[config.mk]
export PLATFORM = sky130hd
export DESIGN_NAME = rfile_access_ctrl
export DESIGN_NICKNAME = d
export VERILOG_FILES = /design/src/rtl/rfa_pkg.sv /design/src/rtl/rfa_alu.sv /design/src/rtl/rfile_access_ctrl.sv
export SDC_FILE = /design/constraint.sdc
export NUM_CORES = 1
export LEC_CHECK = 0
export BUFFER_PORTS_ARGS = -buffer_cell sky130_fd_sc_hd__buf_2
export CAP_MARGIN = 20
export CORE_UTILIZATION = 40
export CTS_CLUSTER_DIAMETER = 200
export DETAILED_ROUTE_END_ITERATION = 16
export PLACE_DENSITY = 0.72
export SLEW_MARGIN = 15
export SYNTH_ARGS = -nofsm -noshare
export SYNTH_HDL_FRONTEND = slang
export SYNTH_SLANG_ARGS = --single-unit
[constraint.sdc]
create_clock -name clk -period 2.25 [get_ports clk]
set_input_delay 0.1125 -clock clk [delete_from_list [all_inputs] [get_ports clk]]
set_output_delay 0.1125 -clock clk [all_outputs]
set_load 0.02 [all_outputs]
[src/rtl/rfa_pkg.sv]
// Shared types and default widths for the register-file access sequencer.
package rfa_pkg;

  localparam int DEF_DATA_W = 8;
  localparam int DEF_ADDR_W = 2;

  typedef enum logic [1:0] {
    OP_MOV  = 2'd0,
    OP_ADD  = 2'd1,
    OP_SUB  = 2'd2,
    OP_READ = 2'd3
  } op_e;

  typedef enum logic [2:0] {
    ST_IDLE     = 3'd0,
    ST_RD_SRC   = 3'd1,
    ST_RD_DST   = 3'd2,
    ST_WR_SETUP = 3'd3,
    ST_WR_PULSE = 3'd4,
    ST_RESP     = 3'd5
  } state_e;

endpackage

[src/rtl/rfa_alu.sv]
// Combinational ALU: a is the destination value, b the source value.
module rfa_alu import rfa_pkg::*; #(
  parameter int DATA_W = DEF_DATA_W
) (
  input  logic [1:0]        op,
  input  logic [DATA_W-1:0] a,
  input  logic [DATA_W-1:0] b,
  output logic [DATA_W-1:0] result,
  output logic              carry,
  output logic              zero
);

  logic [DATA_W:0] sum;

  always_comb begin
    sum    = '0;
    result = b;
    carry  = 1'b0;
    if (op == OP_ADD) begin
      sum    = {1'b0, a} + {1'b0, b};
      result = sum[DATA_W-1:0];
      carry  = sum[DATA_W];
    end else if (op == OP_SUB) begin
      // Borrow is reported as dst < src rather than the raw extended bit.
      sum    = {1'b0, a} - {1'b0, b};
      result = sum[DATA_W-1:0];
      carry  = (a < b);
    end
  end

  assign zero = (result == '0);

endmodule

[src/rtl/rfile_access_ctrl.sv]
// Sequencer driving a single-address register file: read source, read destination,
// compute, write back with a one-cycle strobe, then return the result.
module rfile_access_ctrl import rfa_pkg::*; #(
  parameter int DATA_W = DEF_DATA_W,
  parameter int ADDR_W = DEF_ADDR_W
) (
  input  logic              clk,
  input  logic              rst,
  input  logic              cmd_valid,
  output logic              cmd_ready,
  input  logic [1:0]        cmd_op,
  input  logic [ADDR_W-1:0] cmd_dst,
  input  logic [ADDR_W-1:0] cmd_src,
  output logic              resp_valid,
  input  logic              resp_ready,
  output logic [DATA_W-1:0] resp_data,
  output logic              resp_zero,
  output logic              resp_carry,
  output logic [ADDR_W-1:0] rf_addr,
  output logic [DATA_W-1:0] rf_wdata,
  output logic              rf_we,
  input  logic [DATA_W-1:0] rf_rdata,
  output logic [2:0]        state_dbg
);

  // Handshakes: a transfer happens on a rising clk edge where valid && ready;
  // cmd_ready is high only in IDLE, resp_valid only in RESP.

  state_e            state;
  op_e               op_q;
  logic [ADDR_W-1:0] dst_q;
  logic [DATA_W-1:0] opa_q;
  logic              carry_q;
  logic              zero_q;
  logic [DATA_W-1:0] alu_result;
  logic              alu_carry;
  logic              alu_zero;

  rfa_alu #(.DATA_W(DATA_W)) u_alu (
    .op     (op_q),
    .a      (rf_rdata),
    .b      (opa_q),
    .result (alu_result),
    .carry  (alu_carry),
    .zero   (alu_zero)
  );

  assign cmd_ready = (state == ST_IDLE);
  assign state_dbg = state;

  always_ff @(posedge clk) begin
    if (rst) begin
      state      <= ST_IDLE;
      op_q       <= OP_MOV;
      dst_q      <= '0;
      opa_q      <= '0;
      carry_q    <= 1'b0;
      zero_q     <= 1'b0;
      rf_addr    <= '0;
      rf_wdata   <= '0;
      rf_we      <= 1'b0;
      resp_valid <= 1'b0;
      resp_data  <= '0;
      resp_zero  <= 1'b0;
      resp_carry <= 1'b0;
    end else begin
      case (state)
        ST_IDLE: begin
          if (cmd_valid) begin
            op_q    <= op_e'(cmd_op);
            dst_q   <= cmd_dst;
            rf_addr <= cmd_src;
            carry_q <= 1'b0;
            state   <= ST_RD_SRC;
          end
        end
        ST_RD_SRC: begin
          opa_q <= rf_rdata;
          case (op_q)
            OP_READ: begin
              resp_data  <= rf_rdata;
              resp_zero  <= (rf_rdata == '0);
              resp_carry <= 1'b0;
              resp_valid <= 1'b1;
              state      <= ST_RESP;
            end
            OP_MOV: begin
              rf_wdata <= rf_rdata;
              zero_q   <= (rf_rdata == '0);
              rf_addr  <= dst_q;
              state    <= ST_WR_SETUP;
            end
            default: begin
              rf_addr <= dst_q;
              state   <= ST_RD_DST;
            end
          endcase
        end
        ST_RD_DST: begin
          rf_wdata <= alu_result;
          carry_q  <= alu_carry;
          zero_q   <= alu_zero;
          state    <= ST_WR_SETUP;
        end
        ST_WR_SETUP: begin
          rf_we <= 1'b1;
          state <= ST_WR_PULSE;
        end
        ST_WR_PULSE: begin
          rf_we      <= 1'b0;
          resp_data  <= rf_wdata;
          resp_zero  <= zero_q;
          resp_carry <= carry_q;
          resp_valid <= 1'b1;
          state      <= ST_RESP;
        end
        ST_RESP: begin
          if (resp_ready) begin
            resp_valid <= 1'b0;
            state      <= ST_IDLE;
          end
        end
        default: state <= ST_IDLE;
      endcase
    end
  end

endmodule

======== Word level (Yosys, flattened, before mapping) ========
Cells that the tools add are included.
word-level totals
  bits in registers ....................... 39
  logic and storage cells ................. 73
  input port bits ......................... 18
  output and inout port bits .............. 26
cells by class
  multiplexer cells ....................... 27
  $lt $le $gt $ge ......................... 1
  reductions and logical operators ........ 17
  add/subtract/negate cells ............... 2
  equality and inequality tests ........... 13
operators by type and width
  cell                                                                   count
  8-bit 2-to-1 mux                                                       4
  8-bit one-hot mux with 2 select lines                                  2
  3-bit one-hot mux with 6 select lines                                  1
  8-bit logical NOT                                                      2
  2-bit inequality test, second input constant                           5
  1-bit one-hot mux with 2 select lines                                  5
  2-bit AND reduction                                                    5
  2-bit nonzero test                                                     5
  8-bit by 8-bit adder with 9-bit output                                 1
  8-bit < comparator                                                     1
  1-bit 2-to-1 mux                                                       8
  8-bit subtractor                                                       1
  3-bit by 2-bit equality test with 1-bit output, second input constant  2
  3-bit equality test, second input constant                             2
  3-bit 2-to-1 mux                                                       2
  3-bit one-hot mux with 2 select lines                                  1
  3-bit AND reduction                                                    2
  2-bit equality test, second input constant                             2
  2-bit 2-to-1 mux                                                       2
  2-bit one-hot mux with 2 select lines                                  1
  3-bit by 1-bit equality test with 1-bit output, second input constant  1
  3-bit logical NOT                                                      1
  1-bit one-hot mux with 3 select lines                                  1
  3-bit nonzero test                                                     1
  2 further kinds                                                        2

======== Logic depth before layout (Yosys ltp) ========
Gate-level depths: netlist of the first run.
  word-level depth ........................ 5
  mapped depth ............................ 9

======== Modules after synthesis ========
Synthesis of the first run repeated with hierarchy kept, for this count alone.
unflattened totals
  cell total of the unflattened synthesis .. 325
  area total of the unflattened synthesis .. 2778.9 µm²
by module, submodules not included
  module             seq. area each (µm²)  cells an instance  area an instance (µm²)  times used
  rfile_access_ctrl  780.7                 196                1821.7                  1
  rfa_alu            0.0                   129                957.2                   1

======== Worst setup path after synthesis of the first run ========
Ideal clock, no wire load.
  kind .................................... flip-flop to flip-flop
  start ................................... reg opa_q[1]
  end ..................................... reg zero_q
  period minus slack after synthesis ...... 2088 ps
  path buffers ............................ 0
  setup slack ............................. 162 ps
  cell stages (with the launch flop) ...... 9
  arrival time ............................ 1972 ps
  library setup time ...................... 116 ps
  cell sequence ........................... dfxtp_1 inv_1 ha_1 and2b_1 o211ai_4 a311oi_1 o211a_1 o311a_1 a41o_1
on the way
  cells in the longest elaborated chain, start to end .. 5
  elaborated cells on any way between the ends .. 6
  those cells by class .................... add/sub (2); mux (3); reduce/logical (1)
ends and longest elaborated chain
  element                                    RTL line                  RTL
  from (decl)                                rfile_access_ctrl.sv:32   logic [DATA_W-1:0] opa_q;
  from (signal assigned)                     rfile_access_ctrl.sv:78   opa_q <= rf_rdata;
  8-bit subtractor                           rfa_alu.sv:25             sum = {1'b0, a} - {1'b0, b};
  8-bit 2-to-1 mux                           rfa_alu.sv:23             end else if (op == OP_SUB) begin
  8-bit 2-to-1 mux (*)                       rfa_alu.sv:19             if (op == OP_ADD) begin
  8-bit logical NOT (*)                      rfa_alu.sv:31             assign zero = (result == '0);
  1-bit one-hot mux with 2 select lines (*)  rfile_access_ctrl.sv:67   case (state)
  to (signal assigned)                       rfile_access_ctrl.sv:89   zero_q <= (rf_rdata == '0);
  to (signal assigned)                       rfile_access_ctrl.sv:102  zero_q <= alu_zero;
  to (decl)                                  rfile_access_ctrl.sv:34   logic zero_q;
Mark *: on every way between the ends. The rest lies on a longest branch, timed or not.
A chain may end at the register's enable or synchronous reset.

======== Worst setup path in the final report of the first run ========
  start ................................... reg opa_q[0]
  end ..................................... reg zero_q
Same word-level chain as after synthesis.

==> qor.txt, run 1 <==
hold path depth - 3
Internal Power - 0.00145 W
Post-Layout Cell Count - 458
RSZ-0062 raised after global routing - true
switching power - 0.000850 W
Seq pwr share - 0.360
commonest cells after routing, fill and taps aside - nand2_1, buf_2, dfxtp_1
register area - 781 sq um
CTS Buf Count - 5
max-cap viol count - 0
Die ar. - 0.00695 sq mm
core area - 0.00639 sq mm
Final Cycle Share - 0.950
Mapped Area - 0.00265 sq mm
Mapped Cells - 337
initial antenna violation count - 0
fin crit period - 2140 ps
worst path buffer plus inverter count - 0
Max H-tree Level - 2
Leak - 1.32 nW
final setup skew - 5.65 ps
FF+latch count, synth - 39
Nets - 421
Fill cells - 645
Reg2Reg Capture Point - zero_q
Crit Path Max Fanout - 4
Antenna Nets Post-Route - 0
share of post-route cells with drive strength above 1 - 0.228
Die X-Extent - 83.4 um
Syn Area/Cell - 7.86 sq um
worst r2r path cells - 8
dominant synthesized flop cell - dfxtp_1
Hold Path Sink - op_q[0]
Tot GR Track Use - 0.202
die height - 83.4 um
status - finished clean
RR Startpoint - opa_q[0]
family with the most delay on the worst path - compound AO/OA/AOI/OAI gates
Req. time, crit path - 2440 ps
CP arrival - 2330 ps
CTS tree - yes
relative slew slack - 0.653
n_diodes - 0
f_max - 468 MHz
clock tree buffer depth - 2
Post-synth ARST share - 0
Boundary Pins - 44
post-layout util - 0.485
Clock power frac - 0.272
Gate power share - 0.368
largest net degree at the start of global routing - 28
cell area power density - 744 mW/mm^2
most common cell after layout, fill and taps aside - nand2_1
pre-CTS setup slack - 110 ps
IR drop worst, VDD - 0.000404 V
multi-input logic area - 0.00172 sq mm
DR vias - 2540
global placement routability congestion - 1.00
setup violators final - 0
R2R setup slack - 110 ps
CP Depth - 8
sequential fraction of the synthesis area - 0.295
CP startpoint kind - flip-flop
cell count after placement - 450
total power draw - 0.00230 W
worst-path cell chain - ha_1 > fa_1 > nor2b_2 > o21ai_1 > a31o_2 > o221a_2 > o22ai_1 > a41o_1
EDFF count, synth - 0
grt total ovfl - 0
yosys warns - 0
global-route wire length before repair - 11300 um
initial core utilization - 0.415
Yosys cell types - 60
final worst slack - 113 ps
Area Overhead vs Synth - 17.1%
worst slew pin tran - 520 ps
IO Port Bufs - 43
Switching Fraction - 0.369
worst skew pair latency - 300 ps
# DRC - 0
vias in the first global route - 2393
final hold vios - 0
CTS Sinks - 39
num rows - 29
clock-pin slew on the worst setup and hold paths - 80 ps
drt first pass iters - 4
Worst Setup End Kind - flip-flop
CTS root buf - clkbuf_8
final WL - 6980 um
drt initial violations - 146
class of the worst hold path - in2reg
Max stage delay on crit path - 420 ps
WL per Instance - 15.2 um
Post-Syn Nets - 378
mean number of vias per cell - 5.55
highest-delay cell along the critical path - fa_1
hold path startpoint - cmd_op[0]
WS Path Type - reg2reg
Hold WS - 36.8 ps
DP Wirelength - 5150 um
Max Slew Vio Count - 0
## sequential cells by signal, indices dropped and copies added, names as in the netlist, 2 cells and up
name       flops
rf_wdata       8
dst_q          2
resp_data      8
opa_q          8
op_q           2
state_dbg      3
rf_addr        2
## Yosys cell counts (3+ instances only)
master | n | area [sq um]
a21o_1 | 3 | 22.5
and2_1 | 4 | 25.0
a21oi_1 | 36 | 180
o22ai_1 | 3 | 18.8
nand2_1 | 44 | 165
nor2b_1 | 10 | 62.6
o21ai_0 | 14 | 70.1
nand2b_1 | 6 | 37.5
nor3_1 | 6 | 30.0
a22oi_1 | 5 | 37.5
clkbuf_1 | 10 | 37.5
ha_1 | 21 | 263
dfxtp_1 | 39 | 781
mux2i_1 | 7 | 70.1
buf_2 | 5 | 25.0
inv_1 | 17 | 63.8
nor2_1 | 37 | 139
nor4_1 | 4 | 25.0
a211oi_1 | 12 | 90.1
## final cells by class
| cell class | count | share of cell area |
|---|---|---|
| Clock buffer | 6 | 0.0266 |
| Sequential cell | 39 | 0.252 |
| Timing Repair Buffer | 56 | 0.101 |
| Inverter | 18 | 0.0218 |
| Tap cell | 77 | 0.0311 |
| Multi-Input combinational cell | 260 | 0.556 |
| Clock inverter | 2 | 0.0113 |
## kinds of logic after synthesis
| kind of cell | share of synthesized area |
|---|---|
| AOI/OAI and AO/OA | 0.263 |
| xor gates and xnor gates | 0.00662 |
| adders and majority gates | 0.114 |
| buffers and inverters | 0.0619 |
| DFF | 0.295 |
| muxes | 0.0265 |
| and+or+nand+nor | 0.233 |
## tightest hold or removal path: stages
cell and delay [ps]:
buf_2 70, a21oi_1 50, nor2_1 70
## per-stage QoR
stage,TNS (ps),area (sq um)
global route,-58.9,3100
finish,0,3100
detailed placement,0,2960
global placement,0,2960
floorplan,0,2650
CTS,0,3080
## per-layer routing
layer,share of wire,global-route usage,up-vias
met1,0.49,0.283,1179
li1,-,-,1275
met3,0.051,0.0348,8
met2,0.45,0.318,78
met4,0.013,0.0611,0
met5,0,0,-
## worst max path at each step
stage	start	end	slack, ps
after global placement	opa_q[4]	zero_q	140
final	opa_q[0]	zero_q	110
after global routing	opa_q[0]	rf_wdata[6]	-40
after floorplan	opa_q[1]	zero_q	160
after detailed placement	opa_q[0]	zero_q	110
after CTS	opa_q[0]	zero_q	90
## power by group through the flow
| stage | clock (W) | sequential [W] | combinational [W] |
|---|---|---|---|
| 4_1_cts | 0.000636 | 0.000831 | 0.000831 |
| 5_1_grt | 0.000658 | 0.000840 | 0.000934 |
| 3_3_place_gp | 0 | 0.000843 | 0.000826 |
| 2_1_floorplan | 0 | 0.000889 | 0.000552 |
| 6_report | 0.000626 | 0.000831 | 0.000848 |
| 3_5_place_dp | 0 | 0.000846 | 0.000826 |
## repair_timing
item / CTS / global route
hold buffers: 0 / 0
gates resized for setup: 0 / 8
setup endpoints to repair: 0 / 3
setup buffers: 0 / 0
Power figures use the tool's default switching activity.
==> inputs of run 2 (changes only) <==
ABC_AREA = 1   (was default)
==> qor.txt, run 2 <==
worst path buffer plus inverter count - 0 (unchanged)
Antenna Nets Post-Route - 0 (unchanged)
cell count after placement - 491 (was 450)
CTS tree - yes (unchanged)
Final Cycle Share - 0.912 (was 0.950)
relative slew slack - 0.538 (was 0.653)
hold-fix buffer count after cts - 0 (unchanged)
IR drop worst, VDD - 0.000609 V (was 0.000404 V)
Tot GR Track Use - 0.219 (was 0.202)
yosys warns - 0 (unchanged)
Die X-Extent - 81.9 um (was 83.4 um)
post-layout util - 0.488 (was 0.485)
worst slew pin tran - 693 ps (was 520 ps)
commonest cells after routing, fill and taps aside - nand2_1, inv_1, buf_2 (was nand2_1, buf_2, dfxtp_1)
status - finished clean (unchanged)
post_cts resized - 0 (unchanged)
Internal Power - 0.00181 W (was 0.00145 W)
worst skew pair latency - 300 ps (about the same)
final setup skew - 3.75 ps (was 5.65 ps)
mean number of vias per cell - 5.30 (was 5.55)
Post CTS Setup Buffer Count - 0 (unchanged)
grt met3 use - 0.0322 (was 0.0348)
CTS Sinks - 39 (unchanged)
FF+latch count, synth - 39 (unchanged)
most numerous cell in the Yosys netlist - nand2_1 (unchanged)
Seq pwr share - 0.298 (was 0.360)
class of the worst hold path - in2reg (unchanged)
area leader, netlist - dfxtp_1 (unchanged)
drt initial violations - 184 (was 146)
IO Port Bufs - 43 (unchanged)
Max Slew Vio Count - 0 (unchanged)
Crit Path Max Fanout - 4 (unchanged)
Post-Layout Cell Count - 499 (was 458)
Mapped Area - 0.00255 sq mm (was 0.00265 sq mm)
global-route wire length before repair - 11200 um (was 11300 um)
CTS Buf Count - 5 (unchanged)
Req. time, crit path - 2480 ps (was 2440 ps)
clock tree buffer depth - 2 (unchanged)
final setup TNS - 0 ps (unchanged)
DP Wirelength - 5120 um (was 5150 um)
die height - 81.9 um (was 83.4 um)
CP arrival - 2290 ps (was 2330 ps)
Fill cells - 632 (was 645)
Post-Syn Nets - 422 (was 378)
share of post-route cells with drive strength above 1 - 0.160 (was 0.228)
fin crit period - 2050 ps (was 2140 ps)
n_diodes - 0 (unchanged)
global placement routability congestion - 0.892 (was 1.00)
largest net degree at the start of global routing - 23 (was 28)
WS Path Type - reg2reg (unchanged)
Gate power share - 0.523 (was 0.368)
Post-synth ARST share - 0 (unchanged)
sequential fraction of the synthesis area - 0.306 (was 0.295)
final hold vios - 0 (unchanged)
Synth area leaders - dfxtp_1, nand2_1, ha_1 (was dfxtp_1, ha_1, a21oi_1)
final WL - 6680 um (was 6980 um)
DR vias - 2644 (was 2540)
Die ar. - 0.00670 sq mm (was 0.00695 sq mm)
Nets - 464 (was 421)
Area Overhead vs Synth - 15.3% (was 17.1%)
clock-pin slew on the worst setup and hold paths - 80 ps (about the same)
RSZ-0062 raised after global routing - false (was true)
switching power - 0.00160 W (was 0.000850 W)
Max H-tree Level - 2 (unchanged)
highest-delay cell along the critical path - fa_1 (unchanged)
family with the most delay on the worst path - simple AND/OR/NAND/NOR gates (was compound AO/OA/AOI/OAI gates)
CP startpoint kind - flip-flop (unchanged)
cell area power density - 1160 mW/mm^2 (was 744 mW/mm^2)
setup violators final - 0 (unchanged)
Leak - 1.42 nW (was 1.32 nW)
vias in the first global route - 2371 (was 2393)
grt total ovfl - 0 (unchanged)
Clock power frac - 0.178 (was 0.272)
core area - 0.00603 sq mm (was 0.00639 sq mm)
f_max - 488 MHz (was 468 MHz)
max-cap viol count - 0 (unchanged)
Synth top area share - 0.306 (was 0.295)
initial core utilization - 0.424 (was 0.415)
Commonest cells post-synth - nand2_1, inv_1, nand3_1, dfxtp_1, a21oi_1 (was nand2_1, dfxtp_1, nor2_1, a21oi_1, ha_1)
Syn Area/Cell - 6.70 sq um (was 7.86 sq um)
Boundary Pins - 44 (unchanged)
worst-path cell chain - ha_1 > fa_1 > or2_2 > nand3_1 > nand2_1 > nor2_1 > nand2_1 > nor2_1 > nand2_1 > nor2_1 > nand3_1 > a21oi_1 (was ha_1 > fa_1 > nor2b_2 > o21ai_1 > a31o_2 > o221a_2 > o22ai_1 > a41o_1)
num rows - 28 (was 29)
dominant synthesized flop cell - dfxtp_1 (unchanged)
Switching Fraction - 0.470 (was 0.369)
most common cell after layout, fill and taps aside - nand2_1 (unchanged)
initial antenna violation count - 0 (unchanged)
EDFF count, synth - 0 (unchanged)
CTS root buf - clkbuf_8 (unchanged)
GR Layer Usage met2 - 0.366 (was 0.318)
top flop regs - opa_q: 8 flops, resp_data: 8 flops, rf_wdata: 8 flops (unchanged)
GR Layer Usage met1 - 0.287 (was 0.283)
drt first pass iters - 5 (was 4)
Worst Setup End Kind - flip-flop (unchanged)
Yosys cell types - 32 (was 60)
Max stage delay on crit path - 400 ps (was 420 ps)
busiest layer in global routing - met2 (unchanged)
WL per Instance - 13.4 um (was 15.2 um)
# DRC - 0 (unchanged)
Mapped Cells - 381 (was 337)
==> run 2: changes by cell type after synthesis, sizes merged, moves of 5 or more <==
cell,change
nand2,+51
nand3,+39
inv,+31
a211oi,-14
o21ai,+11
a31oi,+10
nor2b,-10
nor2,-8
mux2i,-7
nand2b,-7
nor3,-7
a22oi,-5
and2,-5
buf,-5
==> run 2: power by group through the flow <==
stage	Sequential (W)	Clock, W	Combinational, W
floorplan	0.00112	0	0.00120
global placement	0.00102	0	0.00175
finish	0.00102	0.000607	0.00178
detailed placement	0.00103	0	0.00176
CTS	0.00101	0.000618	0.00177
global route	0.00105	0.000641	0.00202
==> run 2: final cells by class <==
cell class              instances  area, sq um  area share
inverters                      49          184      0.0625
clock buffers                   5         68.8      0.0234
multi-input cells             282         1530       0.521
flip-flops and latches         39          781       0.265
repair buffers                 46          238      0.0808
well taps                      75         93.8      0.0319
clock inverters                 3         43.8      0.0149
==> run 2: logic make-up (layout without fill, tap and decap cells) <==
kind of cell / Yosys count / count (layout) / share of synthesized area
buffers and inverters: 60 / 103 / 0.0941
AO/OA/AOI/OAI: 82 / 82 / 0.181
adder cells (fa/ha/maj): 23 / 23 / 0.119
flip-flops: 39 / 39 / 0.306
AND/OR/NAND/NOR: 176 / 176 / 0.297
XOR/XNOR: 1 / 1 / 0.00343
==> run 2: metal layers <==
layer	vias up	share of wire	wire length, um
li1	1343	-	-
met3	11	0.055	370
met4	0	0.017	116
met1	1203	0.46	3110
met5	-	0	0
met2	87	0.46	3090
==> run 2: worst register-to-register path: cells and delay by family (launching register included) <==
family / cells / cell delay [ps]
and+or+nand+nor: 9 / 880
adders and majority gates: 2 / 600
DFF: 1 / 380
AOI/OAI and AO/OA: 1 / 110
==> run 2: final timing paths <==
check	end	slack, ps	cells after the start	start
worst min-delay path	rf_addr[1]	80	3	cmd_src[1]
worst max-delay path	zero_q	200	12	opa_q[0]
worst max register to register	zero_q	200	12	opa_q[0]
worst min register to register	resp_carry	460	2	resp_carry
==> run 2: through the flow <==
stage	total power [W]	hold WS, ps	instance area, sq um	worst slack (ps)
2_1_floorplan	0.00232	273	2550	360
3_3_place_gp	0.00277	386	2830	262
3_5_place_dp	0.00279	389	2830	229
4_1_cts	0.00340	67.9	2940	206
5_1_grt	0.00371	76.9	2940	11.9
6_report	0.00340	75.1	2940	199
